--- src/rtl/fpga_cfg_pkg.sv ---
// Shared types and constants for the fabric configuration loader.
// Latency: n/a (types and constant functions only).
// Backpressure: n/a.
package fpga_cfg_pkg;

  // Loader sequencing states.
  typedef enum logic [2:0] {
    IDLE   = 3'd0,
    LOAD   = 3'd1,
    WRITE  = 3'd2,
    SETTLE = 3'd3,
    DONE   = 3'd4
  } cfg_state_t;

  // Words per frame: ceil(cfg_width / in_width).
  function automatic int calc_wpf(input int cfg_width, input int in_width);
    return (cfg_width + in_width - 1) / in_width;
  endfunction

endpackage

--- src/rtl/cfg_frame_assembler.sv ---
// Word-to-frame deserialiser: packs IN_WIDTH words LSB-first into a CFG_WIDTH frame.
// Latency: a word strobed at cycle N appears in frame_o at N+1; frame_full_o is combinational on the last word.
// Backpressure: none internally; the caller only strobes words it has accepted.
// Ports: clk_i/rst_ni clock and async active-low reset; word_stb_i accepts word_i;
//        clear_i restarts at word 0 (frame contents kept); frame_o assembled frame;
//        frame_full_o high when the strobed word completes the frame.
module cfg_frame_assembler
  import fpga_cfg_pkg::*;
#(
  parameter int CFG_WIDTH = 320,
  parameter int IN_WIDTH  = 32
) (
  input  logic                 clk_i,
  input  logic                 rst_ni,
  input  logic                 word_stb_i,
  input  logic                 clear_i,
  input  logic [IN_WIDTH-1:0]  word_i,
  output logic [CFG_WIDTH-1:0] frame_o,
  output logic                 frame_full_o
);

  localparam int WPF = calc_wpf(CFG_WIDTH, IN_WIDTH);
  localparam int WW  = (WPF > 1) ? $clog2(WPF) : 1;
  localparam logic [WW-1:0] LAST_WORD = WW'(WPF - 1);

  logic [WW-1:0]        word_idx_q, word_idx_d;
  logic [CFG_WIDTH-1:0] frame_q, frame_d;

  assign frame_o      = frame_q;
  assign frame_full_o = word_stb_i && (word_idx_q == LAST_WORD);

  always_comb begin
    word_idx_d = word_idx_q;
    frame_d    = frame_q;
    if (clear_i) begin
      word_idx_d = '0;
    end else if (word_stb_i) begin
      word_idx_d = (word_idx_q == LAST_WORD) ? '0 : word_idx_q + 1'b1;
      // Only frame bits covered by the current word slot are written; the
      // upper bits of a final partial word have no destination and drop out.
      for (int b = 0; b < CFG_WIDTH; b++) begin
        if (int'(word_idx_q) == b / IN_WIDTH) begin
          frame_d[b] = word_i[b % IN_WIDTH];
        end
      end
    end
  end

  always_ff @(posedge clk_i or negedge rst_ni) begin
    if (!rst_ni) begin
      word_idx_q <= '0;
      frame_q    <= '0;
    end else begin
      word_idx_q <= word_idx_d;
      frame_q    <= frame_d;
    end
  end

endmodule

--- src/rtl/fpga_cfg_loader.sv ---
// Streams bitstream words into frames, writes each frame one-hot into the fabric, then settles and enables.
// Latency: WPF+1 cycles per frame at full rate; NUM_FRAMES*(WPF+1)+SETTLE_CYCLES from first LOAD to DONE.
// Backpressure: in_ready is high only in LOAD; in_valid stalls simply delay the pass.
// Ports: clock/rst (async active-low); start begins a pass from IDLE or DONE;
//        in_data/in_valid/in_ready word stream; configs_in/configs_en frame write to fabric;
//        ff_en high in DONE; rdy one cycle behind ff_en; busy in LOAD/WRITE/SETTLE.
module fpga_cfg_loader
  import fpga_cfg_pkg::*;
#(
  parameter int CFG_WIDTH     = 320,
  parameter int NUM_FRAMES    = 172,
  parameter int IN_WIDTH      = 32,
  parameter int SETTLE_CYCLES = 10
) (
  input  logic                  clock,
  input  logic                  rst,
  input  logic                  start,
  input  logic [IN_WIDTH-1:0]   in_data,
  input  logic                  in_valid,
  output logic                  in_ready,
  output logic [CFG_WIDTH-1:0]  configs_in,
  output logic [NUM_FRAMES-1:0] configs_en,
  output logic                  ff_en,
  output logic                  rdy,
  output logic                  busy
);

  localparam int FW = (NUM_FRAMES > 1) ? $clog2(NUM_FRAMES) : 1;
  localparam int SW = (SETTLE_CYCLES > 1) ? $clog2(SETTLE_CYCLES) : 1;
  localparam logic [FW-1:0]         LAST_FRAME  = FW'(NUM_FRAMES - 1);
  localparam logic [SW-1:0]         SETTLE_INIT = SW'(SETTLE_CYCLES - 1);
  localparam logic [NUM_FRAMES-1:0] FRAME0_EN   = NUM_FRAMES'(1);

  cfg_state_t    state_q, state_d;
  logic [FW-1:0] frame_idx_q, frame_idx_d;
  logic [SW-1:0] settle_q, settle_d;
  logic          rdy_q, rdy_d;
  logic          asm_clear;
  logic          word_stb;
  logic          frame_full;

  // All handshake/enable outputs decode registered state, so they are glitch
  // free and drop the moment an asynchronous reset forces IDLE.
  assign in_ready   = (state_q == LOAD);
  assign word_stb   = in_valid && in_ready;
  assign configs_en = (state_q == WRITE) ? (FRAME0_EN << frame_idx_q) : '0;
  assign ff_en      = (state_q == DONE);
  assign rdy        = rdy_q;
  assign busy       = (state_q == LOAD) || (state_q == WRITE) || (state_q == SETTLE);

  cfg_frame_assembler #(
    .CFG_WIDTH (CFG_WIDTH),
    .IN_WIDTH  (IN_WIDTH)
  ) u_asm (
    .clk_i        (clock),
    .rst_ni       (rst),
    .word_stb_i   (word_stb),
    .clear_i      (asm_clear),
    .word_i       (in_data),
    .frame_o      (configs_in),
    .frame_full_o (frame_full)
  );

  always_comb begin
    state_d     = state_q;
    frame_idx_d = frame_idx_q;
    settle_d    = settle_q;
    asm_clear   = 1'b0;
    rdy_d       = 1'b0;
    unique case (state_q)
      IDLE: begin
        if (start) begin
          state_d     = LOAD;
          frame_idx_d = '0;
          asm_clear   = 1'b1;
        end
      end
      LOAD: begin
        if (frame_full) state_d = WRITE;
      end
      WRITE: begin
        if (frame_idx_q == LAST_FRAME) begin
          state_d  = SETTLE;
          settle_d = SETTLE_INIT;
        end else begin
          state_d     = LOAD;
          frame_idx_d = frame_idx_q + 1'b1;
          asm_clear   = 1'b1;
        end
      end
      SETTLE: begin
        if (settle_q == '0) state_d = DONE;
        else                settle_d = settle_q - 1'b1;
      end
      DONE: begin
        // rdy follows ff_en by one cycle and must already be low in the
        // LOAD entry cycle of a restart.
        rdy_d = !start;
        if (start) begin
          state_d     = LOAD;
          frame_idx_d = '0;
          asm_clear   = 1'b1;
        end
      end
      default: state_d = IDLE;
    endcase
  end

  always_ff @(posedge clock or negedge rst) begin
    if (!rst) begin
      state_q     <= IDLE;
      frame_idx_q <= '0;
      settle_q    <= '0;
      rdy_q       <= 1'b0;
    end else begin
      state_q     <= state_d;
      frame_idx_q <= frame_idx_d;
      settle_q    <= settle_d;
      rdy_q       <= rdy_d;
    end
  end

endmodule

--- config.mk ---
export PLATFORM = sky130hd
export DESIGN_NAME = fpga_cfg_loader
export DESIGN_NICKNAME = d
export VERILOG_FILES = /design/src/rtl/fpga_cfg_pkg.sv /design/src/rtl/cfg_frame_assembler.sv /design/src/rtl/fpga_cfg_loader.sv
export SDC_FILE = /design/constraint.sdc
export NUM_CORES = 1
export LEC_CHECK = 0
export ABC_AREA = 1
export BUFFER_PORTS_ARGS = -buffer_cell sky130_fd_sc_hd__buf_2
export CAP_MARGIN = 20
export CORE_MARGIN = 8
export CORE_UTILIZATION = 40
export DETAILED_ROUTE_END_ITERATION = 8
export PLACE_DENSITY = 0.66
export RECOVER_POWER = 50
export SLEW_MARGIN = 5
export SYNTH_ARGS = -nofsm -noshare
export SYNTH_HDL_FRONTEND = slang
export SYNTH_HIERARCHICAL = 1
export SYNTH_SLANG_ARGS = --single-unit
--- constraint.sdc ---
create_clock -name clock -period 6.4 [get_ports clock]
set_clock_uncertainty 0.1 [all_clocks]
set_input_delay 0.96 -clock clock [delete_from_list [all_inputs] [get_ports clock]]
set_output_delay 0.96 -clock clock [all_outputs]
set_load 0.01 [all_outputs]
==> results of run 1 <==
==> path summary, 6_finish.rpt <==
check                      slack, ns                  to                from
hold reg to reg                 0.37  u_asm/frame_o[151]  u_asm/frame_o[151]
max in group clock              2.39  u_asm/frame_o[149]      frame_idx_q[5]
hold / removal                  0.37  u_asm/frame_o[151]  u_asm/frame_o[151]
setup / recovery                2.10  u_asm/frame_o[133]                 rst
min in group asynchronous       1.31   u_asm/frame_o[45]                 rst
setup reg to reg                2.39  u_asm/frame_o[149]      frame_idx_q[5]
==> where the power goes <==
| group | internal [mW] | switching (mW) |
|---|---|---|
| logic | 0.470 | 1.37 |
| registers | 2.62 | 0.295 |
| clock network | 1.26 | 0.893 |
==> worst min-delay path, cell delays in order, from the launching register on <==
cell and delay, ns:
dfrtp_1 0.34, nand2_1 0.05, nand2_1 0.04
==> routing by layer <==
metal | global-route usage (%) | share of wire, % | vias up
met2 | 44.7 | 49 | 684
met1 | 31.7 | 40 | 7075
li1 | - | - | 6698
met3 | 6.83 | 8.5 | 107
met4 | 8.63 | 3.0 | 0
met5 | 0 | 0 | -
==> metrics by stage <==
step / setup slack, ns / total power, mW / cell area (sq um) / utilization [%] / hold slack [ns]
2_1_floorplan: 3.98 / 3.98 / 15100 / - / 0.378
3_3_place_gp: 2.52 / 4.86 / 17800 / 47.5 / 0.348
3_5_place_dp: 2.34 / 4.92 / 17800 / 47.5 / 0.353
4_1_cts: 2.32 / 7.09 / 19000 / 50.8 / 0.367
5_1_grt: 1.22 / 7.30 / 18600 / 49.7 / 0.387
6_report: 2.10 / 6.91 / 18600 / 49.7 / 0.369
==> cell families (layout without fill, tap and decap cells) <==
group	count (synthesis)	after routing	synth area share, %
compound gates	80	80	2.70
xor+xnor	2	2	0.116
fa+ha+maj	7	7	0.580
buf+inv	221	685	7.05
flops	340	340	56.3
other cells	0	1	0
simple gates	1211	1211	33.2
==> final cells by class <==
cell class,count,area (sq um)
antenna,1,2.50
clock inverter,7,61.3
fill,3747,18800
timing repair buffer,543,2360
sequential,340,8510
inverter,74,278
clock buffer,61,1180
tap,511,639
multi-input combinational,1300,5560
==> flip-flops by register name, summed over array words and instances, names as in the netlist <==
signal and cells:
state_q 3, settle_q 4, u_asm/word_idx_q 4, u_asm/frame_o 320
rdy 1, frame_idx_q 8
==> layout by cell type (no fill, tap or decap) <==
master | netlist | routed
a21oi_1 | 4 | 4
buf_12 | 0 | 1
buf_2 | 71 | 209
buf_4 | 7 | 10
clkbuf_1 | 52 | 331
clkbuf_16 | 0 | 39
clkbuf_2 | 0 | 2
clkbuf_8 | 0 | 12
clkinv_2 | 0 | 4
clkinv_4 | 0 | 1
clkinv_8 | 0 | 2
dfrtp_1 | 340 | 340
diode_2 | 0 | 1
ha_1 | 7 | 7
inv_1 | 67 | 68
inv_2 | 7 | 6
nand2_1 | 709 | 707
nand2_2 | 4 | 6
nand3_1 | 269 | 270
nand3_2 | 2 | 1
nand3_4 | 4 | 4
nand4_1 | 4 | 4
nor2_1 | 206 | 206
nor2_2 | 6 | 1
nor2_4 | 4 | 9
nor3_1 | 2 | 2
nor3b_1 | 1 | 1
o21ai_0 | 44 | 45
o21ai_1 | 30 | 30
o32ai_1 | 1 | 1
xor2_1 | 2 | 2
==> metrics, run 1 <==
post-synth design cell area=between 15000 and 20000 sq um; maximum clock insertion buffer count=3; syn_area_per_cell=between 8 and 9 sq um; Synth warnings=6; share of layout cells above drive strength 1=13.2%; routability cong.=between 0.8 and 0.9; Distinct cells, synth=26; most frequent cells after synthesis=nand2_1 (709), dfrtp_1 (340), nand3_1 (269); Post-synth EDFFs=0; Hold Path Depth=2; CTS sink cnt=340; Levels on crit path=2; min-delay worst type=reg -> reg; cell mode on critical path=clkbuf_2; Pins Over Slew Limit=~190; Async SR Flop Fraction=between 90% and 100%; fin crit share=between 60 and 70%; Reg clk slew, reported paths=0.06 ns; Worst Tran Pin Value=~3.3 ns; gr ovfl total=0; vias in the first global route=between 10000 and 15000; first-pass GRT wire length=around 89000 um; startpoint types=input pin; WP buf/inv=2; register area share after synthesis=a little under three fifths; fin nets=~2300; Peak supply drop=about 0.26 mV; Reg2Reg Depth=13; Synth Flop Type=dfrtp_1; TritonCTS Buffers=38; CTS Hold Buffers Added=0; RSZ-0062 raised after global routing=no; Post-DP HPWL=41600 um; crit end category=asynchronous set/reset pin; # setup viols final=0; CP Cell Sequence=clkbuf_2 -> clkbuf_2; Max transition margin=-117%; DIE AREA=around 44000 sq um; Yosys reg bits=340; core area=37400 sq um; Placed Instances=approximately 2800; Leakage=9.91 nW; violated checks=capacitance limit, slew limit; cell count after synthesis=roughly 1900; WS Path Type=in -> async; Largest delay share family, worst path=buffers and inverters; crit-path max FO=approximately 130; Vias/cell=just over 5; CTS resizes=0; Largest stage delay, worst path=between 2 and 2.5 ns; Die W=between 200 and 250 um; initial DRC count=1115; Routed Antenna Nets=0; run status=finished, violations left; share of the synthesized area in the top cell type=56.3%; power per cell area=372 nW/um^2; net count of the mapped netlist=approximately 1900; slowest CP cell=clkbuf_2; setup bufs post-CTS=0; via count=14600; Ports=~530; # DRC=0; Clock Latency Late Sink=approximately 0.54 ns; CP required=6.69 ns; leading area contributor after synthesis=dfrtp_1; Die Ht=~210 um; drt first pass iters=6; Final Hold Vio Count=0; maxcap violations=2; WL per Instance=21.1 um; total length of routed wires=approximately 60000 um; Initial Utilization=between 40% and 50%; Port Buffer Count=approximately 530; most frequent cell after synthesis=nand2_1; CTS tree=done; # rows=slightly above 70; TNS Setup=0 ns; area delta synth->final=23.0%; initial antenna violation count=1; ranking of synthesized cells by area=dfrtp_1 (56%), nand2_1 (18%), nand3_1 (8.9%), nor2_1 (5.1%), buf_2 (2.4%); largest net degree at the start of global routing=156; achievable clock frequency=approximately 230 MHz; fin cells=~2800; Tmin final=approximately 4.3 ns; Global Route Usage Sum=between 20% and 30%; Root Driver=clkbuf_16; crit path DAT=~4.6 ns; CTS H-Tree Depth=2
Note: power is estimated with default switching activity, not from simulation.
==> run 2: changes to the inputs <==
ABC_AREA = 0   (was 1)
PLACE_DENSITY = 0.69   (was 0.66)
clock period = 3.5 ns   (was 6.4 ns; I/O delays follow)
==> run 2 against run 1 <==
  * The flow still finishes with violations (capacitance limit, slew limit)
  * Critical endpoint is now configs_en[119]
  * Die area is 3.8% lower
  * Largest cell class unchanged
  * Worst setup slack worse by 2.0 ns
  * Largest power group unchanged
  * Critical path depth is 3 higher
  * Power is 130% higher
==> metrics, run 2 <==
gr ovfl total=0 (unchanged); Pins Over Slew Limit=90 (was 188); share of the synthesized area in the top cell type=58.7% (was 56.3%); Root Driver=clkbuf_16 (unchanged); Synth Flop Type=dfrtp_1 (unchanged); leading area contributor after synthesis=dfrtp_1 (unchanged); CTS tree=done (unchanged); startpoint types=register (was input pin); maximum clock insertion buffer count=3 (unchanged); Clock Latency Late Sink=0.53 ns (was 0.54 ns); max FFs per register=320 (unchanged); area delta synth->final=27.2% (was 23.0%); Yosys reg bits=340 (unchanged); violated checks=capacitance limit, slew limit (unchanged); Distinct cells, synth=50 (was 26); power per cell area=880 nW/um^2 (was 372 nW/um^2); CP startpoint=state_q[2] (was rst); Peak supply drop=0.550 mV (was 0.258 mV); Sequential Area=8510 sq um (unchanged); maxcap violations=1 (was 2); Leakage=8.64 nW (was 9.91 nW); gr busiest metal=met2 (unchanged); CP required=2.87 ns (was 6.69 ns); ranking of synthesized cells by area=dfrtp_1 (59%), mux2_2 (25%), nor2_1 (3.8%), nand2_1 (1.2%), buf_2 (1.0%) (was dfrtp_1 (56%), nand2_1 (18%), nand3_1 (8.9%), nor2_1 (5.1%), buf_2 (2.4%)); Global Route Usage Sum=22.6% (was 26.1%); Die Ht=206 um (was 210 um); met1 Use GR=25.1% (was 31.7%); initial antenna violation count=0 (was 1); # rows=69 (was 71); drt first pass iters=5 (was 6); min-delay worst type=in -> reg (was reg -> reg); # setup viols final=0 (unchanged); Vias/cell=5.12 (was 5.13); Ant. Diodes=0 (was 1); WS Path Type=reg -> out (was in -> async); most frequent cells in the layout=dfrtp_1 (340), clkbuf_1 (319), mux2_2 (316) (was nand2_1 (707), dfrtp_1 (340), clkbuf_1 (331)); Tmin final=3.38 ns; vias in the first global route=11400 (was 14300); fin nets=1679 (was 2340); Routed Antenna Nets=0 (unchanged); net count of the mapped netlist=1175 (was 1904); Final Hold Vio Count=0 (unchanged); RSZ-0062 raised after global routing=no (unchanged); post-synth design cell area=14500 sq um (was 15100 sq um); Post-DP HPWL=36900 um (was 41600 um); share of layout cells above drive strength 1=39.6% (was 13.2%); most frequent cells after synthesis=dfrtp_1 (340), mux2_2 (316), nor2_1 (148) (was nand2_1 (709), dfrtp_1 (340), nand3_1 (269)); Async SR Flop Fraction=100% (unchanged); run status=finished, violations left (unchanged); cell count after synthesis=1132 (was 1861); Reg clk slew, reported paths=0.05 ns (was 0.06 ns); footprint of the multi-input gates=5440 sq um (was 5560 sq um); Layout Utilization=51.7% (was 49.7%); fin crit share=a little under 100%; register area share after synthesis=58.7% (was 56.3%); WL per Instance=23.4 um (was 21.1 um); core area=35700 sq um (was 37400 sq um); initial DRC count=581 (was 1115); Post-synth EDFFs=0 (unchanged); via count=10900 (was 14600); Worst Hold Launch=start (was u_asm/frame_o[151]); TNS Setup=0 ns (unchanged); Fill cells=3241 (was 3747); achievable clock frequency=just under 300 MHz; setup bufs post-CTS=0 (unchanged); most frequent cell after synthesis=dfrtp_1 (was nand2_1); crit path DAT=2.75 ns (was 4.60 ns); CTS sink cnt=340 (unchanged); Synth warnings=6 (unchanged); DIE AREA=42600 sq um (was 44200 sq um); Max transition margin=-61.2% (was -117%); reg-to-reg slack, setup=0.37 ns (was 2.39 ns); TritonCTS Buffers=37 (was 38); first-pass GRT wire length=72600 um (was 89400 um); commonest non-fill, non-tap cell in the layout=dfrtp_1 (was nand2_1); Port Buffer Count=531 (unchanged); R2R Path Start=frame_idx_q[0] (was frame_idx_q[5]); largest net degree at the start of global routing=92 (was 156); met2 Track Usage GR=39.8% (was 44.7%); crit end category=output port (was asynchronous set/reset pin); # DRC=0 (unchanged); Initial Utilization=40.6% (was 40.4%); routability cong.=1.00 (was 0.893); total length of routed wires=49700 um (was 60000 um); Worst Tran Pin Value=2.42 ns (was 3.25 ns); met3 GRT Util=6.27% (was 6.83%); Die W=206 um (was 210 um); syn_area_per_cell=12.8 sq um (was 8.12 sq um); CTS H-Tree Depth=2 (unchanged); Power, Total=16.2 mW (was 6.91 mW); Ports=532 (unchanged); crit-path max FO=11 (was 128)
## run 2: layer usage
| layer | routed length, um | part of all wire (%) |
|---|---|---|
| met5 | 0 | 0 |
| met4 | 2170 | 4.4 |
| met3 | 3960 | 8.0 |
| met2 | 25300 | 51 |
| met1 | 18300 | 37 |
## run 2: final cells by class
class	instances	area share, %
flip-flops and latches	340	46.2
multi-input cells	678	29.5
repair buffers	569	14.4
clock buffers	51	5.75
well taps	461	3.13
clock inverters	13	0.842
inverters	10	0.204
## run 2: timing repair
item / CTS / global route
setup endpoints to repair: 2 / 0
resized for setup: 1 / 0
hold buffers: 1 / 0
hold endpoints to repair: 84 / 0
## run 2: cells by family (layout without fill, tap and decap cells)
| logic type | after synthesis | count (layout) | synth area share (%) |
|---|---|---|---|
| xor+xnor | 3 | 3 | 0.181 |
| flops | 340 | 340 | 58.7 |
| simple gates | 317 | 317 | 10.3 |
| mux | 320 | 320 | 24.9 |
| buf+inv | 114 | 643 | 3.91 |
| fa+ha+maj | 7 | 7 | 0.604 |
| compound gates | 31 | 31 | 1.33 |
## run 2: worst paths after layout
path / endpoint / cells after the start
min in group asynchronous: u_asm/frame_o[24] / 2
max reg2reg: u_asm/frame_o[299] / 9
min reg2reg: u_asm/frame_o[188] / 1
max: configs_en[119] / 5
max in group asynchronous: u_asm/frame_o[111] / 3
min: rdy / 2
## run 2: per-stage QoR
stage          hold slack [ns]  worst slack [ns]  cells  area, sq um
2_1_floorplan            0.129             0.796   1132        14500
3_3_place_gp             0.383             0.487   2057        17600
3_5_place_dp             0.387             0.378   2057        17600
4_1_cts                 0.0927             0.154   2122        18800
5_1_grt                  0.121          0.000211   2122        18400
6_report                 0.121             0.123   2122        18400
## run 2: where the power goes
part | internal (mW) | total (mW) | switching, mW
combinational | 2.44 | 5.65 | 3.22
clock | 2.28 | 3.84 | 1.56
sequential | 5.74 | 6.72 | 0.985
total | 10.5 | 16.2 | 5.76
## run 2: worst max-delay path, cell delays in order, from the launching register on
cell	delay (ns)
dfrtp_1	0.45
or3b_1	0.55
nor3b_2	0.35
nand3_1	0.42
nor2_1	0.29
buf_2	0.18
==> run 3: changes to the inputs <==
ABC_AREA = 1   (was 0)
==> run 3 against run 2 <==
  * The run still ends with capacitance limit, slew limit left
  * Count of clock-buffer cells in the layout is 2 higher
  * Critical path depth unchanged
  * Die area is 3.9% higher
  * Sequential cell count is the same
  * Cell area grew 2.8%
  * Clock power is 17% higher
  * Highest routed layer unchanged
  * Utilization decreased by 1.0 points
  * First-iteration DRC count up 120%
  * Critical endpoint is now configs_en[154]
  * Combinational power is 40% lower
  * Cell count up 35%
  * Worst setup slack better by 0.14 ns
  * Global-route usage up 3.7 points
==> metrics, run 3 (synthesis results as in run 1) <==
crit path DAT=2.62 ns (was 2.75 ns); most frequent cells in the layout=nand2_1 (708), dfrtp_1 (340), clkbuf_1 (325) (was dfrtp_1 (340), clkbuf_1 (319), mux2_2 (316)); CTS sink cnt=340 (unchanged); commonest non-fill, non-tap cell in the layout=nand2_1 (was dfrtp_1); first-pass GRT wire length=90500 um (was 72600 um); WS Path Type=reg -> out (unchanged); total length of routed wires=60100 um (was 49700 um); achievable clock frequency=309 MHz (was 296 MHz); Final Hold Vio Count=0 (unchanged); crit end category=output port (unchanged); crit-path max FO=23 (was 11); Ant. Diodes=0 (unchanged); # rows=71 (was 69); Tmin final=3.24 ns (was 3.38 ns); maxcap violations=1 (unchanged); drt first pass iters=7 (was 5); CTS H-Tree Depth=2 (unchanged); share of layout cells above drive strength 1=14.3% (was 39.6%); Clock Latency Late Sink=0.55 ns (was 0.53 ns); power per cell area=698 nW/um^2 (was 880 nW/um^2); Pins Over Slew Limit=77 (was 90); initial DRC count=1293 (was 581); CP required=2.87 ns (about the same); fin cells=2861 (was 2122); Fill cells=3731 (was 3241); # DRC=0 (unchanged); NetSw=4.74 mW (was 5.76 mW); Die W=210 um (was 206 um); Worst Tran Pin Value=1.69 ns (was 2.42 ns); vias in the first global route=14800 (was 11400); Vias/cell=5.17 (was 5.12); Post-DP HPWL=43000 um (was 36900 um); fin nets=2363 (was 1679); Placed Instances=2790 (was 2057); core area=37400 sq um (was 35700 sq um); Global Route Usage Sum=26.2% (was 22.6%); gr ovfl total=0 (unchanged); # setup viols final=0 (unchanged); Reg clk slew, reported paths=0.07 ns (was 0.05 ns); Seq pwr share=40.3% (was 41.5%); RSZ-0062 raised after global routing=no (unchanged); Die Ht=210 um (was 206 um); fin crit share=92.6% (was 96.5%); CTS tree=done (unchanged); clock power share=33.9% (was 23.7%); DIE AREA=44200 sq um (was 42600 sq um); WL per Instance=21.0 um (was 23.4 um); CTS resizes=0 (was 1); max FFs per register=320 (unchanged); via count=14800 (was 10900); run status=finished, violations left (unchanged); TNS Setup=0 ns (unchanged); CTS Hold Buffers Added=1 (unchanged); Routed Antenna Nets=0 (unchanged); min-delay worst type=in -> reg (unchanged); Comb pwr share=25.8% (was 34.9%); area delta synth->final=25.5% (was 27.2%); Root Driver=clkbuf_16 (unchanged); Initial Utilization=40.4% (was 40.6%); maximum clock insertion buffer count=3 (unchanged); setup bufs post-CTS=0 (unchanged); switching part of the total=35.8% (was 35.5%); largest net degree at the start of global routing=95 (was 92); Peak supply drop=0.436 mV (was 0.550 mV); Sequential Area=8510 sq um (unchanged); violated checks=capacitance limit, slew limit (unchanged); routability cong.=0.993 (was 1.00); TritonCTS Buffers=38 (was 37); footprint of the multi-input gates=5550 sq um (was 5440 sq um); Max transition margin=-12.5% (was -61.2%); Ports=532 (unchanged); initial antenna violation count=0 (unchanged); startpoint types=register (unchanged); Port Buffer Count=531 (unchanged); Internal Power=8.49 mW (was 10.5 mW); Leakage=10.1 nW (was 8.64 nW)
[run 3: worst max-delay path, stage by stage (launching register included)]
cell     delay [ns]
dfrtp_1        0.45
inv_1          0.34
nor2_1         0.58
nand2_1        0.33
nor2_1         0.21
buf_2          0.17
[run 3: final cells by class]
class	count	area share (%)
multi-input cells	1300	29.3
clock buffers	53	5.95
clock inverters	17	1.56
repair buffers	566	13.5
well taps	511	3.37
inverters	74	1.47
flip-flops and latches	340	44.9
[run 3: layer usage]
layer | routed length (um) | vias to the layer above | global-route usage [%]
met5 | 0 | - | 0
met4 | 2950 | 0 | 13.9
met3 | 5300 | 154 | 6.55
met2 | 29500 | 749 | 44.6
met1 | 22400 | 7154 | 30.3
li1 | - | 6741 | -
[run 3: final timing paths]
check | startpoint | end | slack [ns] | depth (start not counted)
worst max-delay path | frame_idx_q[4] | configs_en[154] | 0.26 | 5
worst min-delay path | in_data[7] | u_asm/frame_o[231] | 0.22 | 3
worst max register to register | frame_idx_q[0] | u_asm/frame_o[4] | 0.65 | 10
worst min register to register | u_asm/frame_o[214] | u_asm/frame_o[214] | 0.37 | 2
max in group asynchronous | rst | u_asm/frame_o[117] | 0.63 | 3
min in group asynchronous | rst | u_asm/frame_o[102] | 0.48 | 2
[run 3: metrics by stage]
| stage | power (mW) | hold WS (ns) | util, % | area (sq um) | setup WS [ns] |
|---|---|---|---|---|---|
| finish | 13.2 | 0.219 | 50.7 | 19000 | 0.260 |
| global route | 13.9 | 0.222 | 50.7 | 19000 | 0.149 |
| CTS | 13.6 | 0.189 | 51.9 | 19400 | 0.262 |
| detailed placement | 9.04 | 0.353 | 48.1 | 18000 | 0.541 |
| global placement | 8.94 | 0.349 | 48.1 | 18000 | 0.701 |
| floorplan | 7.29 | 0.129 | - | 15100 | 1.30 |
[run 3: power by group through the flow]
stage	combinational, mW	clock [mW]	sequential (mW)
final	3.41	4.49	5.33
after global routing	3.78	4.70	5.43
after CTS	3.69	4.56	5.30
after detailed placement	3.68	0	5.35
after global placement	3.61	0	5.34
after floorplan	1.60	0	5.68
